<file path="src/rtl/axi_lite_master.sv">
// AXI-lite initiator: turns single-beat local commands into AXI-lite
// read/write transactions and returns one response per command.
// One transaction in flight at a time. Commands complete strictly in order.
//
// state   | meaning
// --------+-----------------------------------------------------------
// IDLE    | cmd_ready high, waiting for a command
// WR_REQ  | awvalid/wvalid offered; each drops after its own handshake
// WR_RESP | bready high, waiting for the write response
// RD_REQ  | arvalid offered, waiting for arready
// RD_DATA | rready high, waiting for read data
// RESP    | rsp_valid high with stable data until rsp_ready
module axi_lite_master #(
    parameter int ADDR_WIDTH = 4,
    parameter int DATA_WIDTH = 32
) (
    input  logic                  clk,
    input  logic                  resetn,
    // local command / response
    input  logic                  cmd_valid,
    output logic                  cmd_ready,
    input  logic                  cmd_write,
    input  logic [ADDR_WIDTH-1:0] cmd_addr,
    input  logic [DATA_WIDTH-1:0] cmd_wdata,
    output logic                  rsp_valid,
    input  logic                  rsp_ready,
    output logic [DATA_WIDTH-1:0] rsp_rdata,
    output logic                  rsp_err,
    // write address channel
    output logic [ADDR_WIDTH-1:0] awaddr,
    output logic                  awvalid,
    input  logic                  awready,
    // write data channel
    output logic [DATA_WIDTH-1:0] wdata,
    output logic                  wstrb,
    output logic                  wvalid,
    input  logic                  wready,
    // write response channel
    input  logic                  bresp,
    input  logic                  bvalid,
    output logic                  bready,
    // read address channel
    output logic [ADDR_WIDTH-1:0] araddr,
    output logic                  arvalid,
    input  logic                  arready,
    // read data channel
    input  logic [DATA_WIDTH-1:0] rdata,
    input  logic                  rresp,
    input  logic                  rvalid,
    output logic                  rready
);

    typedef enum logic [2:0] {
        IDLE,
        WR_REQ,
        WR_RESP,
        RD_REQ,
        RD_DATA,
        RESP
    } state_t;

    state_t                  state_q;
    logic [ADDR_WIDTH-1:0]   awaddr_q;
    logic [ADDR_WIDTH-1:0]   araddr_q;
    logic [DATA_WIDTH-1:0]   wdata_q;
    logic                    wstrb_q;
    logic                    awvalid_q;
    logic                    wvalid_q;
    logic                    arvalid_q;
    logic                    bready_q;
    logic                    rready_q;
    logic                    rsp_valid_q;
    logic                    rsp_err_q;
    logic [DATA_WIDTH-1:0]   rsp_rdata_q;

    // A write-request beat is still outstanding after this edge when its
    // valid is up and the slave has not taken it yet.
    logic aw_pend;
    logic w_pend;
    assign aw_pend = awvalid_q && !awready;
    assign w_pend  = wvalid_q && !wready;

    assign cmd_ready = (state_q == IDLE);
    assign rsp_valid = rsp_valid_q;
    assign rsp_rdata = rsp_rdata_q;
    assign rsp_err   = rsp_err_q;
    assign awaddr    = awaddr_q;
    assign awvalid   = awvalid_q;
    assign wdata     = wdata_q;
    assign wstrb     = wstrb_q;
    assign wvalid    = wvalid_q;
    assign bready    = bready_q;
    assign araddr    = araddr_q;
    assign arvalid   = arvalid_q;
    assign rready    = rready_q;

    // Transaction sequencer: state plus every registered channel output.
    // Addresses and write data are only reloaded on accept, so they stay
    // put for the late-sampling slave through the B/R handshake.
    always_ff @(posedge clk or negedge resetn) begin
        if (!resetn) begin
            state_q     <= IDLE;
            awaddr_q    <= '0;
            araddr_q    <= '0;
            wdata_q     <= '0;
            wstrb_q     <= 1'b0;
            awvalid_q   <= 1'b0;
            wvalid_q    <= 1'b0;
            arvalid_q   <= 1'b0;
            bready_q    <= 1'b0;
            rready_q    <= 1'b0;
            rsp_valid_q <= 1'b0;
            rsp_err_q   <= 1'b0;
            rsp_rdata_q <= '0;
        end else begin
            case (state_q)
                IDLE: begin
                    if (cmd_valid) begin
                        if (cmd_write) begin
                            awaddr_q  <= cmd_addr;
                            wdata_q   <= cmd_wdata;
                            wstrb_q   <= 1'b1;
                            awvalid_q <= 1'b1;
                            wvalid_q  <= 1'b1;
                            state_q   <= WR_REQ;
                        end else begin
                            araddr_q  <= cmd_addr;
                            arvalid_q <= 1'b1;
                            state_q   <= RD_REQ;
                        end
                    end
                end
                WR_REQ: begin
                    if (awvalid_q && awready) begin
                        awvalid_q <= 1'b0;
                    end
                    if (wvalid_q && wready) begin
                        wvalid_q <= 1'b0;
                        wstrb_q  <= 1'b0;
                    end
                    if (!aw_pend && !w_pend) begin
                        bready_q <= 1'b1;
                        state_q  <= WR_RESP;
                    end
                end
                WR_RESP: begin
                    if (bvalid) begin
                        bready_q    <= 1'b0;
                        rsp_err_q   <= bresp;
                        rsp_rdata_q <= '0;
                        rsp_valid_q <= 1'b1;
                        state_q     <= RESP;
                    end
                end
                RD_REQ: begin
                    if (arready) begin
                        arvalid_q <= 1'b0;
                        rready_q  <= 1'b1;
                        state_q   <= RD_DATA;
                    end
                end
                RD_DATA: begin
                    if (rvalid) begin
                        rready_q    <= 1'b0;
                        rsp_rdata_q <= rdata;
                        rsp_err_q   <= rresp;
                        rsp_valid_q <= 1'b1;
                        state_q     <= RESP;
                    end
                end
                RESP: begin
                    if (rsp_ready) begin
                        rsp_valid_q <= 1'b0;
                        state_q     <= IDLE;
                    end
                end
                default: state_q <= IDLE;
            endcase
        end
    end

endmodule

</file>
<file path="config.mk">
export PLATFORM = sky130hd
export DESIGN_NAME = axi_lite_master
export DESIGN_NICKNAME = d
export VERILOG_FILES = /design/src/rtl/axi_lite_master.sv
export SDC_FILE = /design/constraint.sdc
export NUM_CORES = 1
export LEC_CHECK = 0
export ABC_AREA = 1
export BUFFER_PORTS_ARGS = -buffer_cell sky130_fd_sc_hd__buf_4
export CAP_MARGIN = 20
export CORE_AREA = 5 5 92 94
export CTS_CLUSTER_DIAMETER = 30
export DETAILED_ROUTE_END_ITERATION = 12
export DIE_AREA = 0 0 97 99
export GPL_TIMING_DRIVEN = 0
export PLACE_DENSITY = 0.88
export SYNTH_ARGS = -nofsm -noshare
export SYNTH_HDL_FRONTEND = slang
export SYNTH_SLANG_ARGS = --single-unit
</file>
<file path="constraint.sdc">
create_clock -name clk -period 1.8 [get_ports clk]
set_input_delay 0.09 -clock clk [delete_from_list [all_inputs] [get_ports clk]]
set_output_delay 0.09 -clock clk [all_outputs]
set_load 0.05 [all_outputs]
</file>
== Word level (Yosys, flattened, before mapping) ==
Index checks and enable logic that the tools add are counted.

* Output and inout bits: 81
* Register bits: 82

* Bitwise operators: 1
* Mux-type cells: 34
* Reduce and logical (&&, ||, !) cells: 26
* Equal/unequal tests: 15

{| class="wikitable"
|+ Operators by type and width
! cell !! count
|-
| $mux W32 || 2
|-
| $pmux W32 S2 || 1
|-
| $mux W3 || 6
|-
| $ne A2 B2 Y1 const B || 9
|-
| $pmux W3 S6 || 1
|-
| $mux W1 || 16
|-
| $reduce_and A4 Y1 || 4
|-
| $reduce_and A3 Y1 || 5
|-
| $pmux W1 S2 || 6
|-
| $reduce_bool A2 Y1 || 5
|-
| $eq A3 B2 Y1 const B || 2
|-
| $eq A3 B3 Y1 const B || 2
|-
| $reduce_and A6 Y1 || 1
|-
| $logic_and A1 B1 Y1 || 5
|-
| $logic_not A1 Y1 || 4
|-
| $eq A3 B1 Y1 const B || 1
|-
| $logic_not A3 Y1 || 1
|-
| $pmux W1 S3 || 1
|-
| $reduce_bool A3 Y1 || 1
|-
| $mux W2 || 1
|-
| $ne A2 B1 Y1 const B || 1
|-
| $not A1 Y1 || 1
|}

== Depth between registers and ports, before layout ==
Gate-level depths: netlist of run 1.

* Depth after elaboration: 6
* Gate-level depth with buffers: 9
* Depth with buffers taken out: 9

== Least setup slack after synthesis of run 1 ==
No wires, ideal clock.

* Path type: register -> register
* From: register state_q[0]
* To: register araddr_q[0] (netlist: araddr[0])
* Stages on the path, launching flop included: 7
* Setup slack: 0.143 ns
* Data required time: 1.670 ns
* Arrival time: 1.527 ns
* Cell sequence: dfrtp_1 -> nor2_4 -> nand2_1 -> inv_1 -> nand3_1 -> nand2_1 -> o21ai_0

* Word-level cells in the longest chain between the ends: 2

{| class="wikitable"
|+ Ends and longest elaborated chain
! what !! line !! text
|-
| start, declared || 62 || <nowiki>state_t state_q;</nowiki>
|-
| start signal, assigned || 102 || <nowiki>state_q <= IDLE;</nowiki>
|-
| start signal, assigned || 125 || <nowiki>state_q <= WR_REQ;</nowiki>
|-
| start signal, assigned || 129 || <nowiki>state_q <= RD_REQ;</nowiki>
|-
| $logic_not A3 Y1 || - ||
|-
| via cmd_ready || 21 || <nowiki>output logic cmd_ready,</nowiki>
|-
| $reduce_and A3 Y1 (no source line) || - ||
|-
| end signal, assigned || 127 || <nowiki>araddr_q <= cmd_addr;</nowiki>
|-
| end, declared || 64 || <nowiki>logic [ADDR_WIDTH-1:0] araddr_q;</nowiki>
|}

The timed path passes the listed nets, and every way through them passes these cells.
A chain may end at the register's enable or synchronous reset.

== Final worst setup path of run 1 ==
* From: register state_q[1]
* To: register wdata_q[21] (netlist: wdata[21])

* Word-level cells in the longest chain between the ends: 2

{| class="wikitable"
|+ Ends and longest elaborated chain
! what !! line !! text
|-
| $logic_not A3 Y1 || 116 || <nowiki>case (state_q)</nowiki>
|-
| $reduce_and A3 Y1 (no source line) || - ||
|-
| end signal, assigned || 121 || <nowiki>wdata_q <= cmd_wdata;</nowiki>
|-
| end, declared || 65 || <nowiki>logic [DATA_WIDTH-1:0] wdata_q;</nowiki>
|}

Every way passes these cells.

==> run metrics, run 1 <==
outcome completed; Arrival @ worst endpoint 1970 ps; Nets 695; Tightest Hold Check Type in2reg; Crit path top cell by count nand2_1; Synth Instances 386; CP Capture Type flop; Netlist Area Pre-Place 3360 sq um; # IOs 161; crit-path cells nor2_4, nand2_1, nor3_4, inv_2, buf_2, nand2_1, nand2_1; Worst Setup SP state_q[1]; Worst slew margin 74.5%; Syn Nets 466; largest net degree at the start of global routing 83; GPL Wtd Cong 0.810; post-detail-place hpwl 6860 um; # diodes 0; Tightest Pin Transition 383 ps; worst vdd ir 1440 uV; Port-buffer cells 160; wire length per cell 16.1 um; largest family of logic cells by synthesized area simple AND/OR/NAND/NOR gates; Simple-Gate Fraction of Synth Area 22.4%; RSZ-0062 raised after global routing false; worst skew pair latency 350 ps; Worst Path Max Fanout 10; CTS Buffer Depth 2; via count 3477; Worst-path clk slew 90 ps; R2R Path Start state_q[1]; power density over the cells 2040 nW/um^2; First-pass DRT Iterations 5; ys flop type dfrtp_1; Synth Area in Adders 0%; Seq/Total Area, Yosys 61.1%; aggregate global routing overflow 0; CTS tree done; MaxCap Viol Count 0; final hold slack 11.3 ps; max incr delay on CP 470 ps; EDFF count, synth 0; Starting Density 44.4%; Die X 97 um; XOR/XNOR Fraction of Synth Area 0%; timing-limited maximum frequency 0.576 GHz; Final TNS setup 0 ps; CTS root buffer clkbuf_8; Leak 3.09 nW; Final Util 72.9%; Antenna Nets Post-Route 0; Synth Area in Compound Gates 7.67%; CTS buffer count 9; fraction of registers with async set or reset after synthesis 100%; final cycle utilization of the critical path 96.4%; placed insts 648; Hold Vio Cnt, Final 0; Setup Crit Path Kind reg2reg; Die Span Y 99 um; layout cells sized above 1 32.4%; Syn. warnings 0; Core ar. 7570 sq um; gr usage total 24.2%; CP top delay family simple AND/OR/NAND/NOR gates; DR DRC count 0; mux cell area share after synthesis 0%; Tmin final 1740 ps; Area growth, synth to finish 64.1%; post-synthesis cell type count 19; fin cells 722; WP data required 2030 ps; Final Max Slew Viols 0; CTS H-tree depth 3; # setup viols final 0; initial antenna violation count 0; WL final 11600 um; flops & latches, synth 82; r2r setup slk 60 ps; post-route total power 11.2 mW; Rows 32; Buf/Inv on CP 2; post-synthesis average cell area 8.71 sq um; CP Launch Type flop; clock sinks 82; Initial DRC Count 122; vias in the first global route 3737; first-pass GRT wire length 18800 um; Die Footprint 9600 sq um; HP Start rdata[22]; vias per std cell 4.82; clk_skew 15.1 ps; Critical-path top delay cell dfrtp_2
placed cells by master (no fill, tap or decap), drive strengths merged:
| master | n |
|---|---|
| buf | 174 |
| nand2 | 164 |
| dfrtp | 82 |
| dlygate4sd3 | 55 |
| inv | 55 |
| o21ai | 48 |
| clkbuf | 14 |
| nand3 | 11 |
| nor2 | 7 |
| a21oi | 2 |
| bufinv | 2 |
| nand4 | 1 |
| nand3b | 1 |
| nor3 | 1 |
| o21a | 1 |
| clkinvlp | 1 |
| clkinv | 1 |
per-layer routing:
| metal | vias up | part of all wire, % | track usage (%) |
|---|---|---|---|
| li1 | 1628 | - | - |
| met1 | 1663 | 37 | 27.3 |
| met2 | 160 | 51 | 41.1 |
| met3 | 26 | 9.9 | 9.20 |
| met4 | 0 | 2.5 | 10.7 |
| met5 | - | 0 | 0 |
final timing paths:
kind,to,cells after the start
max in group asynchronous,state_q[0],3
setup reg to reg,wdata[21],7
hold / removal,rsp_rdata[22],3
min in group asynchronous,wdata[27],2
setup / recovery,wdata[21],7
hold reg to reg,wdata[17],2
through the flow:
step	area, sq um	setup slack, ps
3_3_place_gp	4690	203
6_report	5520	64.7
2_1_floorplan	3360	143
4_1_cts	5460	110
3_5_place_dp	4690	132
5_1_grt	5520	5.15
kinds of logic after synthesis:
group                  after synthesis
AND/OR/NAND/NOR                    185
flip-flops                          82
buffers and inverters               68
AO/OA/AOI/OAI                       51
synthesized netlist by cell type, types with 2 or more instances:
cell | instances | area [sq um]
nand2_1 | 164 | 616
dfrtp_1 | 82 | 2050
inv_1 | 52 | 195
o21ai_0 | 38 | 190
nand3_1 | 10 | 50.1
o21ai_1 | 10 | 50.1
buf_2 | 7 | 35.0
nor2_1 | 6 | 22.5
buf_6 | 4 | 45.0
a21oi_1 | 2 | 10.0
clkbuf_1 | 2 | 7.51
inv_2 | 2 | 7.51
worst min-delay path, stage by stage:
cell	delay [ps]
buf_4	110
inv_1	60
o21ai_1	60
layout make-up:
type / instances / area [sq um]
clock buffer: 11 / 141
fill: 496 / 2050
tap: 102 / 128
inverter: 54 / 203
clock inverter: 5 / 85.1
buffer: 14 / 100
multi-input combinational: 236 / 1010
timing repair buffer: 218 / 1790
sequential: 82 / 2050
registers in the layout (all words and copies together), names as in the netlist, 3 cells and up:
register,flops
awaddr,4
wdata,32
araddr,4
rsp_rdata,32
state_q,3
power by group:
group	total (mW)	switching, mW	internal (mW)
Combinational	6.46	4.57	1.89
Clock	1.51	0.682	0.828
Sequential	3.27	0.577	2.69
repair_timing:
action                                 4_1_cts  5_1_grt
setup buffers                                0        2
endpoints found under the hold margin      135        1
setup endpoints to repair                    0       14
hold buffers                                54        1
resized for setup                            0        8
No activity file was read; power rests on OpenSTA's default activity.
==> inputs of run 2 (changes only) <==
Settings changed: BUFFER_PORTS_ARGS -buffer_cell sky130_fd_sc_hd__buf_4 to unset, CORE_AREA 5 5 92 94 to 5 5 88 90, DIE_AREA 0 0 97 99 to 0 0 93 95, DONT_BUFFER_PORTS set to 1, PLACE_DENSITY 0.88 to 0.74.
==> run 2 against run 1 <==
  * The flow now finishes with violations (hold timing)
  * Largest power group is now registers
  * Critical path depth fell by 2
  * Final area fell by 18%
  * Register-to-register slack improved by 50 ps
  * Clock power rose by 11%
  * Global-route usage fell by 3.1 points
  * Combinational power fell by 70%
  * Sequential share of layout area rose by 8.3 points
==> run metrics, run 2 (synthesis gave the netlist of run 1 again) <==
DR DRC count 0; max incr delay on CP 570 ps; # diodes 0; Tmin final 1690 ps; Die X 93 um; CTS tree done; Worst Path Max Fanout 6; fin cells 562; vias in the first global route 2968; post-detail-place hpwl 5780 um; MaxCap Viol Count 0; Final Max Slew Viols 0; First-pass DRT Iterations 5; Antenna Nets Post-Route 0; Leak 2.39 nW; Worst-path clk slew 80 ps; clk_skew 3.32 ps; Rows 31; aggregate global routing overflow 0; final cycle utilization of the critical path 93.9%; Hold Vio Cnt, Final 82; Die Span Y 95 um; most common cell after layout, fill and taps aside nand2_1; Internal 4.47 mW; CP Launch Type flop; Setup Crit Path Kind reg2reg; final hold slack -566 ps; Critical-path top delay cell dlygate4sd3_1; Core ar. 6980 sq um; CTS Buffer Depth 2; Starting Density 48.1%; Psw 5.38 mW; worst vdd ir 1270 uV; Die Footprint 8840 sq um; gr usage total 21.1%; CTS buffer count 9; Buf/Inv on CP 1; via count 2837; CTS H-tree depth 3; outcome finished with violations; Sw Share 54.6%; # setup viols final 0; most frequent cells in the layout nand2_1 (163), dfrtp_1 (81), dlygate4sd3_1 (74); placed insts 468; Worst slew margin 63.3%; layout cells sized above 1 9.17%; Nets 556; crit-path cells nor2_4, nand2_1, o21ai_0, dlygate4sd3_1, o21ai_1; Arrival @ worst endpoint 1920 ps; largest net degree at the start of global routing 83; CP top delay family buffers and inverters; Tightest Hold Check Type in2async; Area growth, synth to finish 34.3%; WL final 9030 um; Gate power share 19.6%; CTS root buffer clkbuf_8; post-route total power 9.85 mW; power density over the cells 2180 nW/um^2; first-pass GRT wire length 14300 um; # IOs 161; hold buffer count at cts 74; worst skew pair latency 340 ps; clock sinks 82; initial antenna violation count 0; failing checks hold timing; CP Capture Type flop; Tightest Pin Transition 550 ps; wire length per cell 16.1 um; GPL Wtd Cong 0.808; Initial DRC Count 107; Clk pwr share 17.1%; vias per std cell 5.05; Seq pwr share 63.3%; WP data required 2030 ps; timing-limited maximum frequency 0.592 GHz; Port-buffer cells 0
## run 2: changes by cell type in the layout (fill, tap and decap cells not counted), sizes merged
cell / delta
buf: -157
dlygate4sd3: +19
bufinv: +2
clkbuf: -2
inv: -2
clkinv: -1
clkinvlp: +1
## run 2: power groups by stage
| stage | Sequential, mW | Clock, mW | Combinational [mW] |
|---|---|---|---|
| after floorplan | 6.02 | 0 | 1.38 |
| after global placement | 6.24 | 0 | 1.61 |
| after detailed placement | 6.25 | 0 | 1.71 |
| after CTS | 6.22 | 1.74 | 1.85 |
| after global routing | 6.34 | 1.81 | 2.23 |
| final | 6.24 | 1.68 | 1.94 |
## run 2: path summary, 6_finish.rpt
check,cells after the start,startpoint,to,slack (ps)
worst max register to register,5,state_q[1],rsp_err,110
worst max-delay path,5,state_q[1],rsp_err,110
worst min-delay path,0,resetn,rsp_rdata[13],-570
worst min register to register,2,state_q[0],state_q[0],620
min in group clk,2,rvalid,rsp_rdata[20],0
max in group asynchronous,0,resetn,rsp_rdata[29],2210
## run 2: repair_timing
item / in CTS / in global routing
setup endpoints to repair: 5 / 54
gates resized for setup: 2 / 7
setup buffers: 0 / 5
pin swaps: 0 / 2
hold endpoints to repair: 160 / 82
## run 2: routing by layer
metal,vias up,global-route usage [%],routed length [um]
met5,-,0,0
met4,0,9.77,115
met3,13,6.85,926
met2,145,37.7,4650
met1,1328,22.8,3340
li1,1351,-,-
## run 2: final cells by class
cell class / count / area (sq um)
Fill cell: 536 / 2470
Multi-Input combinational cell: 236 / 1020
Timing Repair Buffer: 79 / 778
Tap cell: 82 / 103
Buffer: 14 / 97.6
Inverter: 54 / 206
Clock inverter: 5 / 128
Clock buffer: 10 / 128
Sequential cell: 82 / 2050
## run 2: metrics by stage
step           cell area, sq um  TNS, ps  setup slack, ps  utilization (%)
4_1_cts                    4470        0             55.5             64.0
6_report                   4510        0              111             64.6
3_3_place_gp               3460     -599             -133             49.6
5_1_grt                    4510    -14.7            -11.6             64.6
3_5_place_dp               3460     -734             -173             49.6
2_1_floorplan              3360        0              143                -
## run 2: worst register-to-register path, stage by stage, from the launching register on
cell           delay [ps]
dfrtp_1               470
nor2_4                190
nand2_1               110
o21ai_0               160
dlygate4sd3_1         570
o21ai_1                70
